==> config.mk <==
export PLATFORM = sky130hd
export DESIGN_NAME = mips_lsu_flat
export DESIGN_NICKNAME = d
export VERILOG_FILES = /design/src/rtl/mips_lsu_if.sv /design/src/rtl/mips_lsu.sv /design/src/flat_wrapper.sv
export SDC_FILE = /design/constraint.sdc
export NUM_CORES = 1
export LEC_CHECK = 0
export ABC_AREA = 1
export CAP_MARGIN = 25
export CORE_MARGIN = 1.5
export CORE_UTILIZATION = 24
export CTS_CLUSTER_SIZE = 14
export DETAILED_ROUTE_END_ITERATION = 12
export SYNTH_ARGS = -nofsm -noshare
export SYNTH_HDL_FRONTEND = slang
export SYNTH_SLANG_ARGS = --single-unit
==> constraint.sdc <==
create_clock -name clk -period 2.37 [get_ports clk]
set_input_delay 0.237 -clock clk [delete_from_list [all_inputs] [get_ports clk]]
set_output_delay 0.237 -clock clk [all_outputs]
set_load 0.03 [all_outputs]
==> src/rtl/mips_lsu_if.sv <==
// ---------------------------------------------------------------------------
// mips_lsu_if
// Bundles the mips_lsu request/response handshake and its word-wide memory
// port.
//
// Handshake: a request transfers on a rising edge where req_valid and
// req_ready are both 1. The requester holds req_valid and the req_* fields
// stable until that edge. resp_valid is a one-cycle pulse with no
// back-pressure. misaligned and resp_rdata are meaningful only while
// resp_valid is 1.
//
// Modports
//   slave  : the LSU side (takes requests, drives the memory port)
//   master : the core/memory side (issues requests, returns read data)
// ---------------------------------------------------------------------------
interface mips_lsu_if;
    logic        req_valid;
    logic        req_ready;
    logic        req_we;
    logic [1:0]  req_size;
    logic        req_signed;
    logic [31:0] req_addr;
    logic [31:0] req_wdata;
    logic        resp_valid;
    logic [31:0] resp_rdata;
    logic        misaligned;
    logic [31:0] mem_addr;
    logic [31:0] mem_data_in;
    logic [31:0] mem_data_out;
    logic        mem_write_en;

    modport slave (
        input  req_valid, req_we, req_size, req_signed, req_addr, req_wdata,
        input  mem_data_out,
        output req_ready, resp_valid, resp_rdata, misaligned,
        output mem_addr, mem_data_in, mem_write_en
    );

    modport master (
        output req_valid, req_we, req_size, req_signed, req_addr, req_wdata,
        output mem_data_out,
        input  req_ready, resp_valid, resp_rdata, misaligned,
        input  mem_addr, mem_data_in, mem_write_en
    );
endinterface

==> src/rtl/mips_lsu.sv <==
// ---------------------------------------------------------------------------
// mips_lsu
// Load/store unit between the core datapath and a big-endian byte-lane data
// memory (4 x 8-bit lanes, lane 0 = bits [31:24]). It executes one
// lb/lbu/lh/lhu/lw/sb/sh/sw at a time. Sub-word stores are done as
// read-modify-write because the memory only has a whole-word write enable.
// Misaligned requests are answered at once and never reach memory.
//
// Ports
//   clk        clock, rising edge
//   rst_b      asynchronous active-low reset
//   bus        mips_lsu_if.slave: request/response handshake + memory port
//   state_dbg  current FSM state (0 IDLE, 1 RD_WAIT, 2 WRITE)
//
// Parameter
//   MEM_LATENCY  cycles from mem_addr to valid mem_data_out, 1..15
// ---------------------------------------------------------------------------
module mips_lsu #(
    parameter int MEM_LATENCY = 1
) (
    input  logic          clk,
    input  logic          rst_b,
    mips_lsu_if.slave     bus,
    output logic [1:0]    state_dbg
);

    typedef enum logic [1:0] {
        IDLE    = 2'd0,
        RD_WAIT = 2'd1,
        WRITE   = 2'd2
    } state_t;

    state_t      state_q, state_d;
    logic [3:0]  cnt_q;
    logic        we_q;
    logic        signed_q;
    logic [1:0]  size_q;
    logic [1:0]  off_q;
    logic [31:0] wdata_q;

    logic        accept;
    logic        mis_req;
    logic        cnt_done;

    assign accept   = bus.req_valid && bus.req_ready;
    assign cnt_done = (cnt_q == 4'd0);
    assign mis_req  = ((bus.req_size == 2'd1) && bus.req_addr[0]) ||
                      ((bus.req_size == 2'd2) && (bus.req_addr[1:0] != 2'b00)) ||
                      (bus.req_size == 2'd3);

    assign state_dbg = state_q;

    // Pick the addressed byte/half out of a big-endian word and extend it.
    function automatic logic [31:0] load_extract(input logic [31:0] word,
                                                 input logic [1:0]  size,
                                                 input logic [1:0]  off,
                                                 input logic        sgn);
        logic [31:0] sh;
        logic [31:0] res;
        res = word;
        if (size == 2'd0) begin
            sh  = word >> {2'd3 - off, 3'b000};
            res = sgn ? {{24{sh[7]}}, sh[7:0]} : {24'h0, sh[7:0]};
        end else if (size == 2'd1) begin
            sh  = word >> {~off[1], 4'b0000};
            res = sgn ? {{16{sh[15]}}, sh[15:0]} : {16'h0, sh[15:0]};
        end
        return res;
    endfunction

    // Replace the addressed byte/half lane of the read word with store data.
    function automatic logic [31:0] store_merge(input logic [31:0] word,
                                                input logic [31:0] wdata,
                                                input logic [1:0]  size,
                                                input logic [1:0]  off);
        logic [31:0] mask;
        logic [31:0] data;
        if (size == 2'd0) begin
            mask = 32'h0000_00FF << {2'd3 - off, 3'b000};
            data = {24'h0, wdata[7:0]} << {2'd3 - off, 3'b000};
        end else begin
            mask = 32'h0000_FFFF << {~off[1], 4'b0000};
            data = {16'h0, wdata[15:0]} << {~off[1], 4'b0000};
        end
        return (word & ~mask) | (data & mask);
    endfunction

    // State register
    always_ff @(posedge clk or negedge rst_b) begin
        if (!rst_b) begin
            state_q <= IDLE;
        end else begin
            state_q <= state_d;
        end
    end

    // Next-state logic. Misaligned requests stay in IDLE; word stores need
    // no read and go straight to WRITE.
    always_comb begin
        state_d = state_q;
        case (state_q)
            IDLE: begin
                if (accept && !mis_req) begin
                    if (bus.req_we && (bus.req_size == 2'd2)) begin
                        state_d = WRITE;
                    end else begin
                        state_d = RD_WAIT;
                    end
                end
            end
            RD_WAIT: begin
                if (cnt_done) begin
                    state_d = we_q ? WRITE : IDLE;
                end
            end
            WRITE:   state_d = IDLE;
            default: state_d = IDLE;
        endcase
    end

    // State-decoded outputs
    always_comb begin
        bus.req_ready    = 1'b0;
        bus.mem_write_en = 1'b0;
        case (state_q)
            IDLE:    bus.req_ready    = 1'b1;
            WRITE:   bus.mem_write_en = 1'b1;
            default: ;
        endcase
    end

    // Datapath registers. resp_valid is raised on the edge that returns the
    // FSM to IDLE (or keeps it there for a misaligned request), so the
    // response cycle is also a cycle in which a new request can be accepted.
    always_ff @(posedge clk or negedge rst_b) begin
        if (!rst_b) begin
            cnt_q           <= 4'd0;
            we_q            <= 1'b0;
            signed_q        <= 1'b0;
            size_q          <= 2'd0;
            off_q           <= 2'd0;
            wdata_q         <= 32'h0;
            bus.resp_valid  <= 1'b0;
            bus.resp_rdata  <= 32'h0;
            bus.misaligned  <= 1'b0;
            bus.mem_addr    <= 32'h0;
            bus.mem_data_in <= 32'h0;
        end else begin
            bus.resp_valid <= 1'b0;
            bus.misaligned <= 1'b0;
            case (state_q)
                IDLE: begin
                    if (accept) begin
                        we_q     <= bus.req_we;
                        signed_q <= bus.req_signed;
                        size_q   <= bus.req_size;
                        off_q    <= bus.req_addr[1:0];
                        wdata_q  <= bus.req_wdata;
                        cnt_q    <= 4'(MEM_LATENCY - 1);
                        if (mis_req) begin
                            bus.resp_valid <= 1'b1;
                            bus.misaligned <= 1'b1;
                            bus.resp_rdata <= 32'h0;
                        end else begin
                            bus.mem_addr <= {bus.req_addr[31:2], 2'b00};
                            if (bus.req_we && (bus.req_size == 2'd2)) begin
                                bus.mem_data_in <= bus.req_wdata;
                            end
                        end
                    end
                end
                RD_WAIT: begin
                    if (cnt_done) begin
                        if (we_q) begin
                            bus.mem_data_in <= store_merge(bus.mem_data_out, wdata_q,
                                                           size_q, off_q);
                        end else begin
                            bus.resp_valid <= 1'b1;
                            bus.resp_rdata <= load_extract(bus.mem_data_out, size_q,
                                                           off_q, signed_q);
                        end
                    end else begin
                        cnt_q <= cnt_q - 4'd1;
                    end
                end
                WRITE: begin
                    bus.resp_valid <= 1'b1;
                    bus.resp_rdata <= 32'h0;
                end
                default: ;
            endcase
        end
    end

endmodule
==> src/flat_wrapper.sv <==
// flat-port wrapper written by rule: the top's interface ports become plain ports
module mips_lsu_flat 
#(
    parameter int MEM_LATENCY = 1
)
  (clk, rst_b, state_dbg, bus_req_valid, bus_req_we, bus_req_size, bus_req_signed, bus_req_addr, bus_req_wdata, bus_mem_data_out, bus_req_ready, bus_resp_valid, bus_resp_rdata, bus_misaligned, bus_mem_addr, bus_mem_data_in, bus_mem_write_en);
  mips_lsu_if bus_i ();
  input  logic clk;
  input  logic rst_b;
  output logic [1:0] state_dbg;
  input wire logic [$bits(bus_i.req_valid)-1:0] bus_req_valid;
  input wire logic [$bits(bus_i.req_we)-1:0] bus_req_we;
  input wire logic [$bits(bus_i.req_size)-1:0] bus_req_size;
  input wire logic [$bits(bus_i.req_signed)-1:0] bus_req_signed;
  input wire logic [$bits(bus_i.req_addr)-1:0] bus_req_addr;
  input wire logic [$bits(bus_i.req_wdata)-1:0] bus_req_wdata;
  input wire logic [$bits(bus_i.mem_data_out)-1:0] bus_mem_data_out;
  output wire logic [$bits(bus_i.req_ready)-1:0] bus_req_ready;
  output wire logic [$bits(bus_i.resp_valid)-1:0] bus_resp_valid;
  output wire logic [$bits(bus_i.resp_rdata)-1:0] bus_resp_rdata;
  output wire logic [$bits(bus_i.misaligned)-1:0] bus_misaligned;
  output wire logic [$bits(bus_i.mem_addr)-1:0] bus_mem_addr;
  output wire logic [$bits(bus_i.mem_data_in)-1:0] bus_mem_data_in;
  output wire logic [$bits(bus_i.mem_write_en)-1:0] bus_mem_write_en;
  assign bus_i.req_valid = bus_req_valid;
  assign bus_i.req_we = bus_req_we;
  assign bus_i.req_size = bus_req_size;
  assign bus_i.req_signed = bus_req_signed;
  assign bus_i.req_addr = bus_req_addr;
  assign bus_i.req_wdata = bus_req_wdata;
  assign bus_i.mem_data_out = bus_mem_data_out;
  assign bus_req_ready = bus_i.req_ready;
  assign bus_resp_valid = bus_i.resp_valid;
  assign bus_resp_rdata = bus_i.resp_rdata;
  assign bus_misaligned = bus_i.misaligned;
  assign bus_mem_addr = bus_i.mem_addr;
  assign bus_mem_data_in = bus_i.mem_data_in;
  assign bus_mem_write_en = bus_i.mem_write_en;
  mips_lsu #(.MEM_LATENCY(MEM_LATENCY)) u_core (.clk(clk), .rst_b(rst_b), .bus(bus_i), .state_dbg(state_dbg));
endmodule
* Word level (Yosys, flattened, before mapping)
Index checks and enable logic that the tools add are counted.
Storage, ports and cells: input bits 103, bits in registers 124, output and inout port bits 102, word-level logic and storage cells 100
Operators by class: shift operators 6, reduce and logical (&&, ||, !) cells 20, eq/ne operators 15, $add $sub $neg 2, bitwise logic cells 6, muxes and demuxes 39
Operator list (count):
- 32-bit two-way mux | 21
- 32-bit one-hot mux with 3 select lines | 1
- 32-bit AND | 2
- 32-bit one-hot mux with 2 select lines | 1
- 32-bit inverter | 1
- 32-bit bitwise OR | 1
- 16-bit by 5-bit left shift with 32-bit output | 1
- 16-bit by 5-bit left shift with 32-bit output, first input constant | 1
- 8-bit by 5-bit left shift with 32-bit output | 1
- 8-bit by 5-bit left shift with 32-bit output, first input constant | 1
- 32-bit by 5-bit right shift with 16-bit output | 1
- 32-bit by 5-bit right shift with 8-bit output | 1
- 2-bit by 1-bit != test with 1-bit output, second input constant | 6
- 2-bit two-way mux | 4
- 4-bit two-way mux | 2
- 4-bit one-hot mux with 2 select lines | 1
- 1-bit two-way mux | 7
- 2-bit by 1-bit equality test with 1-bit output, second input constant | 3
- 2-bit equality test, second input constant | 3
- 2-bit != test, second input constant | 3
- 3-bit AND reduction | 2
- 6-bit AND reduction | 1
- 1-bit logical AND | 5
- 5-bit AND reduction | 1
- 12 further kinds | 17

* Longest topological paths before layout
word-level depth 12, gate-level depth with buffers 11

* Worst setup path after synthesis
No wires, ideal clock.
path type flip-flop to flip-flop, start register u_core.state_q[0] (netlist: u_core.state_dbg[0]), end register u_core.bus.resp_rdata[12], arrival time 1695 ps, slack 557 ps, clock period less this slack 1813 ps, required time 2252 ps, cell stages (with the launch flop) 9, buffers on the path 2, cell sequence dfrtp_1 nor2_2 nand2_1 buf_4 inv_4 nand3_4 buf_2 nand3_1 nand2_1
Between the ends: longest elaborated chain between the ends 5, elaborated cells on any way between the ends 12, those cells by class eq/ne: 6; mux: 2; reduce/logical: 4
RTL lines:
- start, declared | line mips_lsu.sv:33 | state_t state_q, state_d;
- start signal, assigned | line mips_lsu.sv:93 | state_q <= state_d;
- 2-bit logical NOT | line mips_lsu.sv:125 | case (state_q)
- 1-bit two-way mux | line mips_lsu.sv:125
- named net bus_req_ready | line flat_wrapper.sv:18 | output wire logic [$bits(bus_i.req_ready)-1:0] bus_req_ready;
- 1-bit logical AND | line mips_lsu.sv:45 | assign accept = bus.req_valid && bus.req_ready;
- 2-bit by 1-bit != test with 1-bit output (no line)
- 5-bit AND reduction (no line)
- end signal, assigned | line mips_lsu.sv:179 | bus.resp_rdata <= load_extract(bus.mem_data_out, size_q,
- end, declared | line mips_lsu_if.sv:35 | output req_ready, resp_valid, resp_rdata, misaligned,
The timed path passes the listed nets, and every way through them passes these cells. A chain may end at the register's enable or synchronous reset.

* Worst setup path after layout
start register u_core.state_q[1] (netlist: u_core.state_dbg[1]), end output port bus_mem_write_en
Between the ends: longest elaborated chain between the ends 2
RTL lines:
- 2-bit equality test | line mips_lsu.sv:125
- 1-bit two-way mux | line mips_lsu.sv:125
- end, declared | line flat_wrapper.sv:24 | output wire logic [$bits(bus_i.mem_write_en)-1:0] bus_mem_write_en;
Every way passes these cells.

==> results.py <==
metrics = {
    "sta": {
        "finalHoldViolCount": 0,
        "period_share": 0.970,
        "max_freq_mhz": 435,
        "clock-skew-final_ns": 0.0144,
        "rsz0062_at_grt": "false",
        "setup_viol": 0,
        "period_minus_slack_ns": 2.30,
        "tns_ns": 0,
        "relSlewSlack": 0.512,
        "slew_violations": 0,
        "worst_slew_pin_slew_ns": 0.731,
    },
    "routing": {
        "vias": 6905,
        "routedWlPerCell_um": 15.8,
        "drc": 0,
        "routed_wl_mm": 24.3,
        "vias_per_cell": 4.48,
        "postRouteAntennaNets": 0,
        "dr.pass1.iters": 5,
        "first_iter_violations": 467,
    },
    "worst_setup_path": {
        "critPathArrivalTime_ns": 2.06,
        "required_ns": 2.13,
        "start_kind": "flop",
        "reg2regPathDepth": 6,
        "endpoint": "bus_mem_write_en",
        "crit_start": "u_core.state_dbg[1]",
        "reg2reg_to": "u_core.bus.resp_rdata[0]",
        "r2r-start": "u_core.state_dbg[0]",
        "worstSetupPathType": "flop to output port",
        "rrSetupSlack_ns": 0.41,
        "crit_fanout": 4,
        "cp-end-kind": "output port",
    },
    "run": {
        "maxCapViolCount": 0,
    },
    "clock_tree": {
        "cts_buffers": 17,
        "clk_latency_ns": 0.43,
        "cts_setup_buffers": 0,
        "tritoncts": "done",
        "cts-root-buf": "clkbuf_16",
        "cts_sinks": 124,
        "cts.clk_slew.worst_paths_ns": 0.06,
        "clk_path_buf_depth": 2,
        "cts_htree_levels": 4,
    },
    "yosys": {
        "synth-edff-count": 0,
        "synthCells": 963,
        "netlist_top_cells_area": "dfrtp_1 45%, nand2_1 21%, nand3_1 11%",
        "ys_ff_latch": 124,
        "syn_avg_cell_area_um2": 7.13,
        "synth_ff_type": "dfrtp_1",
        "yosysTopAreaCellShare": 0.452,
        "ys_warn_count": 0,
        "ys_top_cells_by_count": "390 x nand2_1, 148 x nand3_1, 124 x dfrtp_1",
        "synth.most_common_cell": "nand2_1",
        "synth_area_leader_cell": "dfrtp_1",
        "ys_seq_area_frac": 0.452,
        "synthArstFlopShare": 1.00,
        "synth_area_um2": 6870,
        "synth_cell_types": 29,
    },
    "floorplan": {
        "start_util": 0.245,
        "die_area_um2": 29600,
        "io_pins": 205,
        "rows": 61,
        "die_h_um": 172,
        "coreArea_um2": 28000,
        "fp.dieW_um": 172,
    },
    "placement": {
        "placed_area_um2": 9180,
        "hpwl_mm": 18.0,
        "portBuffers": 202,
        "place_inst": 1506,
        "place_congestion": 0.860,
    },
    "finish": {
        "drive_above_1_share": 0.0741,
        "finish.utilization": 0.350,
        "multiInputGateArea_um2": 3180,
        "stdcell_count": 1541,
        "area_growth_pct": 42.6,
        "nNetsFinal": 1253,
        "design_area_um2": 9790,
        "fill_cells": 2989,
        "seqCellArea_um2": 3100,
    },
    "worst_hold_path": {
        "hold_path.class": "input pin to asynchronous set/reset pin",
    },
    "global_route": {
        "grt_max_degree": 48,
        "antenna_found_initial": 3,
        "gr-total-overflow": 0,
        "track_usage": 0.165,
        "grt_pass1_vias": 6667,
        "grt_first_pass_wirelength_mm": 37.1,
    },
    "run_status": {
        "status": "finished, final reports clean",
    },
    "power_and_ir_drop": {
        "pwr-share-clk": 0.186,
        "p_comb_frac": 0.556,
        "internal_power_mw": 7.44,
        "power_switching_mw": 6.88,
        "swShare": 0.480,
        "power.leakage_nw": 4.78,
        "ir_worst_vdd_v": 0.000550,
        "pwr-share-seq": 0.258,
        "power_density_nw_per_um2": 1460,
        "total_power_mw": 14.3,
    },
}
## worst max-delay path, cell delays in order, from the launching register on
cell,delay [ns]
dfrtp_1,0.44
inv_1,0.10
nor2_1,0.34
clkdlybuf4s50_1,0.77
## worst min path at each step
stage / from / end / slack, ns / depth (start not counted)
2_1_floorplan: rst_b / u_core.bus.mem_addr[10] / -0.06 / 0
3_3_place_gp: rst_b / u_core.bus.mem_addr[23] / 0.23 / 1
3_5_place_dp: rst_b / u_core.bus.mem_addr[23] / 0.23 / 1
4_1_cts: rst_b / u_core.bus.mem_addr[24] / 0.31 / 2
5_1_grt: rst_b / u_core.bus.mem_addr[24] / 0.34 / 2
6_report: rst_b / u_core.bus.mem_addr[24] / 0.30 / 2
## routing by layer
layer / global-route usage / part of all wire
met1: 0.212 / 0.45
met2: 0.269 / 0.46
met3: 0.0485 / 0.074
met4: 0.0476 / 0.014
met5: 0 / 0.00053
## timing repair
| action | CTS | global route |
|---|---|---|
| resized for setup | 0 | 0 |
| hold buffers | 1 | 0 |
| endpoints found under the hold margin | 29 | 0 |
## per-stage QoR
step / setup WS (ns) / hold slack [ns]
after floorplan: 0.557 / -0.0586
after global placement: 0.411 / 0.231
after detailed placement: 0.392 / 0.227
after CTS: 0.0791 / 0.312
after global routing: 0.0112 / 0.341
final: 0.0703 / 0.301
## sequential cells by signal, indices dropped and copies added, names as in the netlist
register                flops
u_core.off_q                2
u_core.wdata_q             16
u_core.bus.resp_valid       1
u_core.we_q                 1
u_core.signed_q             1
u_core.bus.resp_rdata      32
u_core.state_dbg            2
u_core.bus.misaligned       1
u_core.size_q               2
u_core.cnt_q                4
u_core.bus.mem_data_in     32
u_core.bus.mem_addr        30
## cell usage in the layout (no fill, tap or decap), drive strengths merged, types with 2 or more instances in the layout
cell and count:
a21oi 6, buf 21, bufinv 2, clkbuf 19, clkdlybuf4s50 201, clkinv 6
clkinvlp 3, conb 2, dfrtp 124, diode 2, ha 2, inv 66
nand2 395, nand3 150, nand4 27, nor2 73, nor3 4, o211ai 7
o21ai 44, or2 7
## logic make-up after synthesis
logic type,share of synthesized area
buf+inv,0.0854
fa+ha+maj,0.00364
flops,0.452
compound gates,0.0455
simple gates,0.413
other cells,0.000546
## power by group through the flow
stage / clock (mW) / sequential (mW) / combinational [mW]
after floorplan: 0 / 4.94 / 4.05
after global placement: 0 / 3.72 / 7.93
after detailed placement: 0 / 3.70 / 8.00
after CTS: 2.72 / 3.69 / 8.03
after global routing: 2.81 / 3.80 / 8.79
final: 2.66 / 3.69 / 7.97
## final cells by class
type / count / share of cell area
multi-input combinational: 718 / 0.325
sequential: 124 / 0.317
timing repair buffer: 223 / 0.224
tap: 378 / 0.0483
clock buffer: 19 / 0.0463
inverter: 64 / 0.0248
clock inverter: 13 / 0.0144
antenna: 2 / 0.000511
Power figures use the tool's default switching activity.
